**config.mk**
```make
export PLATFORM = sky130hd
export DESIGN_NAME = disp_src_scan
export DESIGN_NICKNAME = d
export VERILOG_FILES = /design/src/rtl/disp_src_scan.sv
export SDC_FILE = /design/constraint.sdc
export NUM_CORES = 1
export LEC_CHECK = 0
export ABC_AREA = 0
export BUFFER_PORTS_ARGS = -buffer_cell sky130_fd_sc_hd__clkbuf_2
export CAP_MARGIN = 20
export CORE_MARGIN = 2
export CORE_UTILIZATION = 25
export DETAILED_ROUTE_END_ITERATION = 8
export MAX_ROUTING_LAYER = met4
export PLACE_DENSITY = 0.49
export SETUP_SLACK_MARGIN = 0.2
export SLEW_MARGIN = 20
export SYNTH_ARGS = -nofsm -noshare
export SYNTH_HDL_FRONTEND = slang
export SYNTH_SLANG_ARGS = --single-unit
```
**constraint.sdc**
```tcl
create_clock -name clk -period 4.26 [get_ports clk]
set_input_delay 0 -clock clk [delete_from_list [all_inputs] [get_ports clk]]
set_output_delay 0 -clock clk [all_outputs]
set_load 0.05 [all_outputs]
```
**src/rtl/disp_src_scan.sv**
```systemverilog
// -----------------------------------------------------------------------------
// disp_src_scan
//
// Chooses which 32-bit debug channel drives the seven-segment scanner.
// Channel 0 is a shadow of the CPU display register. It captures every CPU
// write, so a write is not lost while another channel is on the display.
// Channels 1..NCH-1 come from the packed test_data bus. An optional auto-scan
// mode steps through all channels, dwelling DWELL edges on each one. freeze
// holds the display, the channel pointer and the dwell counter.
//
// All state changes on the FALLING edge of clk. CPU signals launched on the
// rising edge are therefore sampled at mid-cycle.
//
// Build option:
//   DISP_AUTO_SCAN_EN  defined    : auto-scan logic and dwell counter present
//                      undefined  : auto_en ignored, cur_ch follows sel
//
// Ports:
//   clk        in   system clock (falling-edge active)
//   rst        in   asynchronous, active-high reset
//   cpu_we     in   CPU write strobe for the display register
//   cpu_data   in   CPU write data
//   sel        in   manual channel select
//   auto_en    in   auto-scan enable
//   freeze     in   hold display, channel pointer and dwell counter
//   test_data  in   channels 1..NCH-1, channel k at [k*DW-1 -: DW]
//   disp_num   out  registered value to the seven-segment scanner
//   cur_ch     out  channel currently driving disp_num
//   upd        out  one-cycle pulse when disp_num changed value
//   cpu_dirty  out  a CPU write has not yet been displayed
// -----------------------------------------------------------------------------
module disp_src_scan #(
    parameter int unsigned   SELW    = 3,
    parameter int unsigned   DW      = 32,
    parameter int unsigned   DWELL   = 50_000_000,
    parameter logic [DW-1:0] RST_VAL = 32'hAA5555AA
) (
    input  logic                     clk,
    input  logic                     rst,
    input  logic                     cpu_we,
    input  logic [DW-1:0]            cpu_data,
    input  logic [SELW-1:0]          sel,
    input  logic                     auto_en,
    input  logic                     freeze,
    input  logic [(2**SELW-1)*DW-1:0] test_data,
    output logic [DW-1:0]            disp_num,
    output logic [SELW-1:0]          cur_ch,
    output logic                     upd,
    output logic                     cpu_dirty
);

    localparam int unsigned NCH        = 2**SELW;
    localparam logic [31:0] DWELL_LAST = 32'(DWELL - 1);

    logic [DW-1:0]   shadow;
    logic [DW-1:0]   shadow_next;
    logic [DW-1:0]   chan [NCH];
    logic [DW-1:0]   chan_val;
    logic [SELW-1:0] ch_next;

    // Channel 0 shows the value the shadow is about to hold, so a write is
    // displayed on the same edge that captures it.
    assign shadow_next = cpu_we ? cpu_data : shadow;

    always_comb begin
        chan[0] = shadow_next;
        for (int k = 1; k < NCH; k++) begin
            chan[k] = test_data[k*DW-1 -: DW];
        end
    end

    assign chan_val = chan[ch_next];

`ifdef DISP_AUTO_SCAN_EN
    logic [31:0] dwell_cnt;
    logic [31:0] cnt_next;
    logic        auto_q;     // auto_en as seen on the last non-frozen edge

    always_comb begin
        ch_next  = cur_ch;
        cnt_next = dwell_cnt;
        if (!freeze) begin
            if (auto_en) begin
                if (!auto_q) begin
                    // Entry edge: stay on the current channel and start a
                    // fresh dwell. This edge is the first of the dwell.
                    cnt_next = '0;
                end else if (dwell_cnt == DWELL_LAST) begin
                    cnt_next = '0;
                    ch_next  = cur_ch + 1'b1;  // wraps NCH-1 -> 0
                end else begin
                    cnt_next = dwell_cnt + 32'd1;
                end
            end else begin
                ch_next = sel;
            end
        end
    end

    always_ff @(negedge clk or posedge rst) begin
        if (rst) begin
            dwell_cnt <= '0;
            auto_q    <= 1'b0;
        end else begin
            dwell_cnt <= cnt_next;
            if (!freeze) begin
                auto_q <= auto_en;
            end
        end
    end
`else
    logic        unused_auto;
    logic [31:0] unused_dwell;

    assign unused_auto  = auto_en;
    assign unused_dwell = DWELL_LAST;

    always_comb begin
        ch_next = freeze ? cur_ch : sel;
    end
`endif

    always_ff @(negedge clk or posedge rst) begin
        if (rst) begin
            shadow    <= RST_VAL;
            disp_num  <= RST_VAL;
            cur_ch    <= '0;
            upd       <= 1'b0;
            cpu_dirty <= 1'b0;
        end else begin
            shadow <= shadow_next;
            cur_ch <= ch_next;
            if (freeze) begin
                upd <= 1'b0;
            end else begin
                disp_num <= chan_val;
                upd      <= (chan_val != disp_num);
            end
            // A non-frozen edge that selects channel 0 has just displayed the
            // shadow, so it clears the flag even if a write lands on it.
            if (!freeze && ch_next == '0) begin
                cpu_dirty <= 1'b0;
            end else if (cpu_we) begin
                cpu_dirty <= 1'b1;
            end
        end
    end

endmodule

```
==> out/metrics.csv, run 1 <==
metric,value,unit
status,"complete, but fails checks",
failing checks,setup timing,
Hold Crit Start,shadow[11],
hold_ws,0.445,ns
Die X,154,µm
crit end category,flop,
FF-to-FF Start,cur_ch[0],
H-tree level count,3,
CP Max Fanout,10,
Worst Hold Class,flop to flop,
ratio of cells with drive above 1 in the final layout,50.9,%
Critical Path Max Stage Delay,0.44,ns
post-synthesis cell count,681,
CP required,2.32,ns
Worst Skew,0.0656,ns
Startpoint Class,input port,
yosys synthesis warning count,0,
wire length per cell,19.7,µm
vias in the first global route,6892,
Synth area leaders,"dfrtn_1 (17%), dfstp_2 (15%), mux2_2 (8.3%)",
Port Buffers,299,
dpl hpwl,21.7,mm
PD cells,357,nW/µm²
post-synth top area share,16.6,%
"Hold-fix buffers, CTS",0,
Synth async-reset ratio,100,%
CP Data Arrival Time,2.40,ns
Die ar.,23600,µm²
post-synth top area cell,dfrtn_1,
Tot GR Track Use,23.0,%
P_leak,4.45,nW
Slew headroom,68.9,%
max-cap check violation count,0,
"Net Count, Synth",945,
top_reg_cell synth,dfrtn_1,
clock tree buffer depth,2,
clock latency on the worst-skew pair,0.41,ns
VDD IR-drop max,232,µV
unrepaired setup endpoints after global routing,true,
WS Path Type,input port to flop,
worst setup path start,freeze,
Syn Std Cell Area,5590,µm²
Slew Limit Fails,0,
DR pass1 iterations,4,
vias per std cell,4.93,
Residual DRC,0,
CP Cell Sequence,"clkbuf_16, mux2i_4, clkinv_4, clkbuf_16, nor2_1, a21oi_1, o311ai_1, buf_4, a21oi_1, nor3_2, buf_4, nand4_1, o41a_1",
global-route wire length before repair,40.3,mm
dpl ws,-0.590,ns
"Seq/Total Area, Yosys",31.6,%
"most common cell after layout, fill and taps aside",clkbuf_2,
DRT iter0 DRCs,377,
synth unique cells,54,
initial antenna violation count,1,
Post-synth EDFFs,0,
root buffer cell,clkbuf_16,
Post-Syn Area per Cell,8.21,µm²
CTS tree,yes,
Worst path slowest cell,o41a_1,
CTS Buf Count,9,
Least-Margin Pin Slew,0.465,ns
Die Span Y,154,µm
ANT nets after route,0,
final setup fails,1,
largest net degree at the start of global routing,50,
routability cong.,0.834,
row cnt,54,
I/O pin count,301,
"leading cell types in the layout, fill and taps excluded","clkbuf_2 (298), buf_4 (91), nand2_1 (84), nor2_1 (80), mux2_2 (41)",
via count,6786,
Core ar.,21900,µm²
grt ovf,0,
total wire length,27.1,mm
Clock Sinks,69,
area grow syn2layout,64.2,%
"Reg clk slew, reported paths",0.05,ns
Post-layout nets,1355,
synthesized flop and latch total,69,
Initial Utilization,25.5,%
post-route setup slack,-0.0780,ns
final hold violation count,0,
## kinds of logic (layout without fill, tap and decap cells)
logic type / Yosys count / count (layout) / synth area share, %
multiplexers: 81 / 81 / 15.7
AND/OR/NAND/NOR: 263 / 263 / 21.2
other: 0 / 1 / 0
buffers and inverters: 62 / 477 / 4.77
AO/OA/AOI/OAI: 175 / 175 / 21.9
flip-flops: 69 / 69 / 31.6
XOR/XNOR: 31 / 31 / 4.86
## synthesized netlist by cell type (2+ instances only)
library cell and number:
a211oi_1 9, a21o_1 7, a21oi_1 41, a222oi_1 6, a2bb2oi_1 5, a311o_1 6, a311oi_1 3, a32oi_1 7
and2_1 9, buf_1 4, buf_2 15, buf_6 2, clkbuf_1 32, clkinv_1 2, dfrtn_1 37, dfstp_2 32
inv_1 6, mux2_2 41, mux2i_1 39, nand2_1 84, nand2b_1 8, nand3_1 30, nand4_1 6, nor2_1 83
nor2b_1 24, nor3_1 9, nor4_1 5, o211ai_1 11, o21ai_0 30, o21bai_1 4, o221ai_1 8, o22a_1 3
o22ai_1 10, o32a_1 2, o32ai_1 12, or3_1 2, xnor2_1 30
## sequential cells by signal, summed over array words and instances, names as in the netlist
name       count
disp_num      32
cur_ch         3
cpu_dirty      1
upd            1
shadow        32
## layout make-up
cell class | instances | area (µm²)
Inverter | 8 | 36.3
Tap cell | 280 | 350
Fill cell | 2271 | 12700
Multi-Input combinational cell | 550 | 3830
Sequential cell | 69 | 1770
Clock buffer | 10 | 250
Clock inverter | 38 | 180
Antenna cell | 1 | 2.50
Timing Repair Buffer | 421 | 2760
## layer usage
metal  track usage (%)  wire [µm]  vias up  part of all wire, %
li1                  -          -     3302                    -
met1              28.1      11200     3155                   41
met4              5.37        531        0                  2.0
met3              6.51       2330       37                  8.6
met2              37.7      13100      292                   48
met5                 -          0        -                    0
## worst paths after layout
path / endpoint / cells after the start / slack [ns]
worst max-delay path: upd / 13 / -0.08
worst min-delay path: shadow[11] / 1 / 0.45
worst max register to register: upd / 11 / 1.00
worst min register to register: shadow[11] / 1 / 0.45
max in group asynchronous: shadow[16] / 3 / 1.87
min in group asynchronous: shadow[6] / 2 / 1.64
## worst max-delay path: cells and delay by family
family          cells  cell delay [ns]
mux                 1             0.28
compound gates      4             0.87
simple gates        3             0.43
buf+inv             5             0.80
## report_power, final
| group | switching (mW) | internal, mW | total (mW) |
|---|---|---|---|
| Combinational | 0.837 | 0.650 | 1.49 |
| Clock | 0.433 | 0.487 | 0.920 |
| Sequential | 0.0791 | 0.790 | 0.869 |
| Total | 1.35 | 1.93 | 3.28 |
## per-stage QoR
step	TNS, ns	util (%)	instance area (µm²)	power (mW)	cells
2_1_floorplan	0	-	5750	1.74	681
3_5_place_dp	-0.590	37.8	8270	2.29	1313
4_1_cts	-0.130	40.6	8880	3.22	1368
6_report	-0.0780	41.9	9180	3.28	1377
5_1_grt	-0.186	41.9	9180	3.48	1377
3_3_place_gp	-0.586	37.8	8270	2.28	1313
## what timing repair did
| item | in CTS | in global routing |
|---|---|---|
| setup buffers | 6 | 6 |
| gates cloned | 2 | 2 |
| gates resized for setup | 14 | 45 |
| setup endpoints to repair | 1 | 1 |
| pin swaps | 6 | 29 |
(Power assumes the default switching activity.)
==> run 2, diff against run 1 <==
==> constraint.sdc (replaced) <==
create_clock -name clk -period 4.2 [get_ports clk]
set_input_delay 0 -clock clk [delete_from_list [all_inputs] [get_ports clk]]
set_output_delay 0 -clock clk [all_outputs]
set_load 0.05 [all_outputs]
==> run 2 against run 1 <==
Against the previous run:
- the flow still finishes with violations (setup timing)
- sequential share of layout area up 0.82 points
- combinational power shrank 5%
- flip-flop and latch count unchanged
- critical path depth fell by 1
- utilization shrank 1.7 points
- hold slack worse by 0.0032 ns
- count of clock-buffer cells in the layout down 1
- largest power group unchanged
- highest routed layer unchanged
==> out/metrics.csv, run 2 (synthesis results as in run 1) <==
metric,value,unit,change
status,"complete, but fails checks",,
failing checks,setup timing,,
dpl hpwl,21.2,mm,-2.2%
"Reg clk slew, reported paths",0.05,ns,about the same
DR pass1 iterations,6,,+2
Post-layout nets,1332,,-1.7%
CP Max Fanout,11,,+1
post-route setup slack,-0.0339,ns,+0.0441 ns
FF-to-FF Start,cur_ch[0],,
total power,3.25,mW,-0.74%
Die ar.,23600,µm²,unchanged
Highest Signal Layer,met4,,
Die X,154,µm,unchanged
worst reg-to-reg setup slack,0.97,ns,-0.03 ns
max-cap check violation count,0,,unchanged
CP dominant cell by count,buf_4,,
DRT iter0 DRCs,319,,-15%
R2R Path End,upd,,
wire length per cell,19.6,µm,-0.59%
global-route wire length before repair,39.8,mm,-1.3%
largest net degree at the start of global routing,50,,unchanged
Least-Margin Pin Slew,0.439,ns,-0.0259 ns
WS Path Type,input port to flop,,
unrepaired setup endpoints after global routing,true,,
I/O pin count,301,,unchanged
CTS Buf Count,9,,unchanged
routability cong.,0.868,,+4.1%
"most common cell after layout, fill and taps aside",clkbuf_2,,
area grow syn2layout,57.5,%,
root buffer cell,clkbuf_16,,
total wire length,26.5,mm,-2.2%
met1 wire length,11.1,mm,-0.50%
"Hold-fix buffers, CTS",0,,unchanged
Worst path slowest cell,o41a_1,,
CP Data Arrival Time,2.33,ns,-0.07 ns
final hold violation count,0,,unchanged
Hold Path Stages,1,,unchanged
Slew headroom,70.7,%,+1.8 points
Port Buffers,299,,unchanged
Slew Limit Fails,0,,unchanged
P_leak,4.27,nW,-4.0%
final setup fails,1,,unchanged
Storage cell area,1770,µm²,unchanged
met2 wire len,13.0,mm,-0.83%
critical path depth in cells,12,,-1
CTS tree,yes,,
worst setup path start,freeze,,
Core ar.,21900,µm²,unchanged
ratio of cells with drive above 1 in the final layout,49.1,%,-1.8 points
H-tree level count,3,,unchanged
CP required,2.30,ns,-0.02 ns
VDD IR-drop max,212,µV,-8.7%
Clock Sinks,69,,unchanged
vias in the first global route,7005,,+1.6%
crit end category,flop,,
ANT nets after route,0,,unchanged
CP Cell Sequence,"clkbuf_8, mux2i_4, buf_4, buf_8, buf_4, nand2_1, a32oi_2, nand3_1, xnor2_1, nor4_1, nand4_1, o41a_1",,
Critical Path End,upd,,
clock tree buffer depth,2,,unchanged
Worst Skew,0.0672,ns,+0.00163 ns
Startpoint Class,input port,,
initial antenna violation count,2,,+1
clock latency on the worst-skew pair,0.42,ns,about the same
Critical Path Max Stage Delay,0.35,ns,-0.09 ns
Worst Hold Class,flop to flop,,
Layout fillers,2309,,+1.7%
vias per std cell,4.96,,+0.73%
"leading cell types in the layout, fill and taps excluded","clkbuf_2 (298), nand2_1 (84), nor2_1 (81), buf_4 (81), mux2_2 (41)",,
FF-to-FF path depth,11,,unchanged
Met3 Wirelength,1.93,mm,-17%
CP top delay family,simple AND/OR/NAND/NOR gates,,
PD cells,369,nW/µm²,+3.5%
Residual DRC,0,,unchanged
Util after Layout,40.2,%,-1.7 points
via count,6726,,-0.88%
row cnt,54,,unchanged
grt ovf,0,,unchanged
Tot GR Track Use,22.8,%,-0.17 points
Bufs and invs on worst path,4,,-1
Initial Utilization,25.5,%,unchanged
Die Span Y,154,µm,unchanged
top flop regs,"disp_num: 32 flops, shadow: 32 flops, cur_ch: 3 flops",,
area occupied by multi-input gates,3740,µm²,-2.4%
-- run 2: metal layers --
layer / up-vias / track usage [%]
met1: 3173 / 27.8
li1: 3249 / -
met2: 271 / 37.6
met4: 0 / 6.51
met5: - / -
met3: 33 / 5.69
-- run 2: worst reg2reg max path, delay by kind of cell, from the launching register on --
| kind | cells | cell delay [ns] |
|---|---|---|
| AND/OR/NAND/NOR | 2 | 0.34 |
| flip-flops | 1 | 0.50 |
| AO/OA/AOI/OAI | 5 | 1.16 |
| buffers and inverters | 4 | 1.07 |
-- run 2: area by class of cell --
type,count,share of cell area [%]
clock buffer,9,2.56
sequential,69,20.1
tap,280,3.98
multi-input combinational,550,42.5
antenna,2,0.0569
inverter,8,0.412
clock inverter,39,2.36
timing repair buffer,398,28.1
-- run 2: through the flow --
step	instance area [µm²]	instances	worst slack, ns	hold slack (ns)	setup TNS, ns
3_5_place_dp	8100	1296	-0.541	0.446	-0.541
6_report	8800	1355	-0.0339	0.442	-0.0339
4_1_cts	8710	1352	-0.0212	0.446	-0.0212
3_3_place_gp	8100	1296	-0.538	0.441	-0.538
2_1_floorplan	5750	681	0.0190	0.427	0
5_1_grt	8800	1355	-0.142	0.454	-0.142
-- run 2: report_power, final --
group	leakage (nW)	switching, mW	internal (mW)
registers	0.766	0.0777	0.801
clock network	0.327	0.445	0.517
logic	3.18	0.819	0.592
-- run 2: worst min-delay path by stage --
stage | slack (ns) | to | startpoint
floorplan | 0.43 | shadow[6] | shadow[6]
global placement | 0.44 | shadow[9] | shadow[9]
detailed placement | 0.45 | shadow[13] | shadow[13]
CTS | 0.45 | shadow[13] | shadow[13]
global route | 0.45 | shadow[13] | shadow[13]
finish | 0.44 | shadow[26] | shadow[26]
-- run 2: repair_timing --
| action | CTS | global route |
|---|---|---|
| pin swaps | 3 | 8 |
| endpoints found under the setup margin | 1 | 1 |
| resized for setup | 12 | 20 |
| cloned | 2 | 0 |
| setup buffers | 7 | 1 |
==> run 3, diff against run 2 <==
--- a/config.mk
+++ b/config.mk
@@ -10,6 +10,7 @@
 export CAP_MARGIN = 20
 export CORE_MARGIN = 2
 export CORE_UTILIZATION = 25
+export CTS_CLUSTER_SIZE = 12
 export DETAILED_ROUTE_END_ITERATION = 8
 export MAX_ROUTING_LAYER = met4
 export PLACE_DENSITY = 0.49
==> constraint.sdc (replaced) <==
create_clock -name clk -period 4.3 [get_ports clk]
set_input_delay 0 -clock clk [delete_from_list [all_inputs] [get_ports clk]]
set_output_delay 0 -clock clk [all_outputs]
set_load 0.05 [all_outputs]
==> run 3 against run 2 <==
Against the previous run:
- critical path type unchanged
- highest routed layer unchanged
- non-clock buffer count grew 7
- the flow now finishes without violations
- largest cell class unchanged
- count of clock-buffer cells in the layout increased by 1
- utilization up 0.10 points
- critical endpoint unchanged
==> out/metrics.csv, run 3 (synthesis results as in run 1) <==
metric,value,unit,change
status,finished clean,,
total wire length,26.0,mm,-2.0%
P_leak,4.28,nW,+0.24%
CP Data Arrival Time,2.33,ns,about the same
CP Cell Sequence,"clkbuf_8, mux2i_4, clkinv_4, buf_12, mux2i_1, a32oi_1, nand3_1, xnor2_1, nor4_2, buf_4, nand4_1, o41a_1",,
Residual DRC,0,,unchanged
Die ar.,23600,µm²,unchanged
top flop regs,"disp_num: 32 flops, shadow: 32 flops, cur_ch: 3 flops",,
CTS Buf Count,9,,unchanged
switch share,41.4,%,+0.15 points
Slew Limit Fails,0,,unchanged
clock latency on the worst-skew pair,0.41,ns,about the same
Port Buffers,299,,unchanged
vias in the first global route,6544,,-6.6%
Logic pwr share,43.7,%,+0.3 points
Critical Path Max Stage Delay,0.41,ns,+0.06 ns
dpl ws,-0.572,ns,-0.0313 ns
Tot GR Track Use,22.1,%,-0.69 points
DRT iter0 DRCs,380,,+19%
H-tree level count,3,,unchanged
DP Area,8220,µm²,+1.5%
final hold violation count,0,,unchanged
dpl hpwl,21.2,mm,+0.15%
"Reg clk slew, reported paths",0.05,ns,about the same
crit end category,flop,,
FF-to-FF path depth,11,,unchanged
PD cells,357,nW/µm²,-3.4%
CTS tree,yes,,
Cell Int Power,1.85,mW,-3.4%
clock tree buffer depth,2,,unchanged
wire length per cell,19.1,µm,-2.6%
I/O pin count,301,,unchanged
clock network power share,29.1,%,-0.5 points
"leading cell types in the layout, fill and taps excluded","clkbuf_2 (298), buf_4 (89), nand2_1 (84), nor2_1 (83), mux2_2 (41)",,
Layout fillers,2352,,+1.9%
Net Switching,1.30,mW,-2.8%
via count,6663,,-0.94%
DR pass1 iterations,5,,-1
Post-layout nets,1339,,+0.53%
sequential power share,27.2,%,+0.2 points
Core ar.,21900,µm²,unchanged
WS Path Type,input port to flop,,
final setup fails,0,,-1
Clock Sinks,69,,unchanged
Hold Path Stages,1,,unchanged
total power,3.15,mW,-3.1%
final instance area,8820,µm²,+0.26%
root buffer cell,clkbuf_16,,
Least-Margin Pin Slew,0.507,ns,+0.0685 ns
Slew headroom,66.1,%,-4.6 points
unrepaired setup endpoints after global routing,true,,
Die Span Y,154,µm,unchanged
"most common cell after layout, fill and taps aside",clkbuf_2,,
row cnt,54,,unchanged
CP Max Fanout,25,,+14
largest net degree at the start of global routing,45,,-10%
Startpoint Class,input port,,
ratio of cells with drive above 1 in the final layout,49.1,%,about the same
Worst Hold Class,flop to flop,,
CP top delay family,buffers and inverters,,
post-route setup slack,0.00903,ns,+0.0429 ns
Die X,154,µm,unchanged
worst reg-to-reg setup slack,1.24,ns,+0.27 ns
CP required,2.34,ns,+0.04 ns
Bufs and invs on worst path,4,,unchanged
initial antenna violation count,3,,+1
routability cong.,0.837,,-3.6%
area grow syn2layout,57.9,%,
VDD IR-drop max,180,µV,-15%
global-route wire length before repair,38.4,mm,-3.6%
hold_ws,0.441,ns,-0.000603 ns
max-cap check violation count,0,,unchanged
vias per std cell,4.89,,-1.5%
critical path depth in cells,12,,unchanged
Initial Utilization,25.5,%,unchanged
grt ovf,0,,unchanged
Worst path slowest cell,o41a_1,,
Worst Skew,0.0643,ns,-0.00291 ns
ANT nets after route,0,,unchanged
run 3: cell count changes in the layout (fill, tap and decap cells not counted), moves of 2 or more:
cell / before / now
buf_12: 11 / 15
buf_4: 81 / 89
buf_6: 3 / 1
mux2i_1: 35 / 33
mux2i_2: 3 / 5
nor2_1: 81 / 83
nor2_2: 2 / 0
o32ai_1: 4 / 7
o32ai_2: 9 / 6
run 3: worst paths after layout:
| kind | startpoint | to |
|---|---|---|
| setup / recovery | freeze | upd |
| min in group asynchronous | rst | shadow[6] |
| hold reg to reg | shadow[13] | shadow[13] |
| max in group asynchronous | rst | shadow[16] |
| setup reg to reg | cur_ch[0] | upd |
| hold / removal | shadow[13] | shadow[13] |
run 3: through the flow:
stage	util, %	TNS [ns]	std cells
2_1_floorplan	-	0	681
3_3_place_gp	37.6	-0.510	1309
3_5_place_dp	37.6	-0.572	1309
4_1_cts	40.0	-0.00984	1359
5_1_grt	40.3	-0.108	1363
6_report	40.3	0	1363
run 3: power groups by stage:
stage          Sequential (mW)  Combinational, mW  Clock (mW)
3_5_place_dp             0.861               1.34      0.0469
2_1_floorplan             1.08              0.602      0.0469
3_3_place_gp             0.862               1.34      0.0469
6_report                 0.856               1.38       0.917
4_1_cts                  0.855               1.37       0.946
5_1_grt                  0.868               1.48        1.00
run 3: layer usage:
layer	GRT usage, %	share of wire (%)	up-vias
li1	-	-	3265
met1	27.7	43	3103
met2	35.2	47	266
met3	6.68	7.9	29
met4	5.16	2.2	0
met5	-	0	-
run 3: area by class of cell:
class	count	area [µm²]	share of cell area, %
multi-input combinational	550	3720	42.2
timing repair buffer	405	2510	28.5
sequential	69	1770	20.0
tap	280	350	3.97
clock buffer	10	250	2.84
clock inverter	38	180	2.04
inverter	8	36.3	0.411
antenna	3	7.51	0.0851
run 3: what timing repair did:
item	in CTS	in global routing
setup endpoints to repair	1	1
resized for setup	11	11
gates cloned	1	0
setup buffers	2	1
hold buffers	0	0
pin swaps	5	5
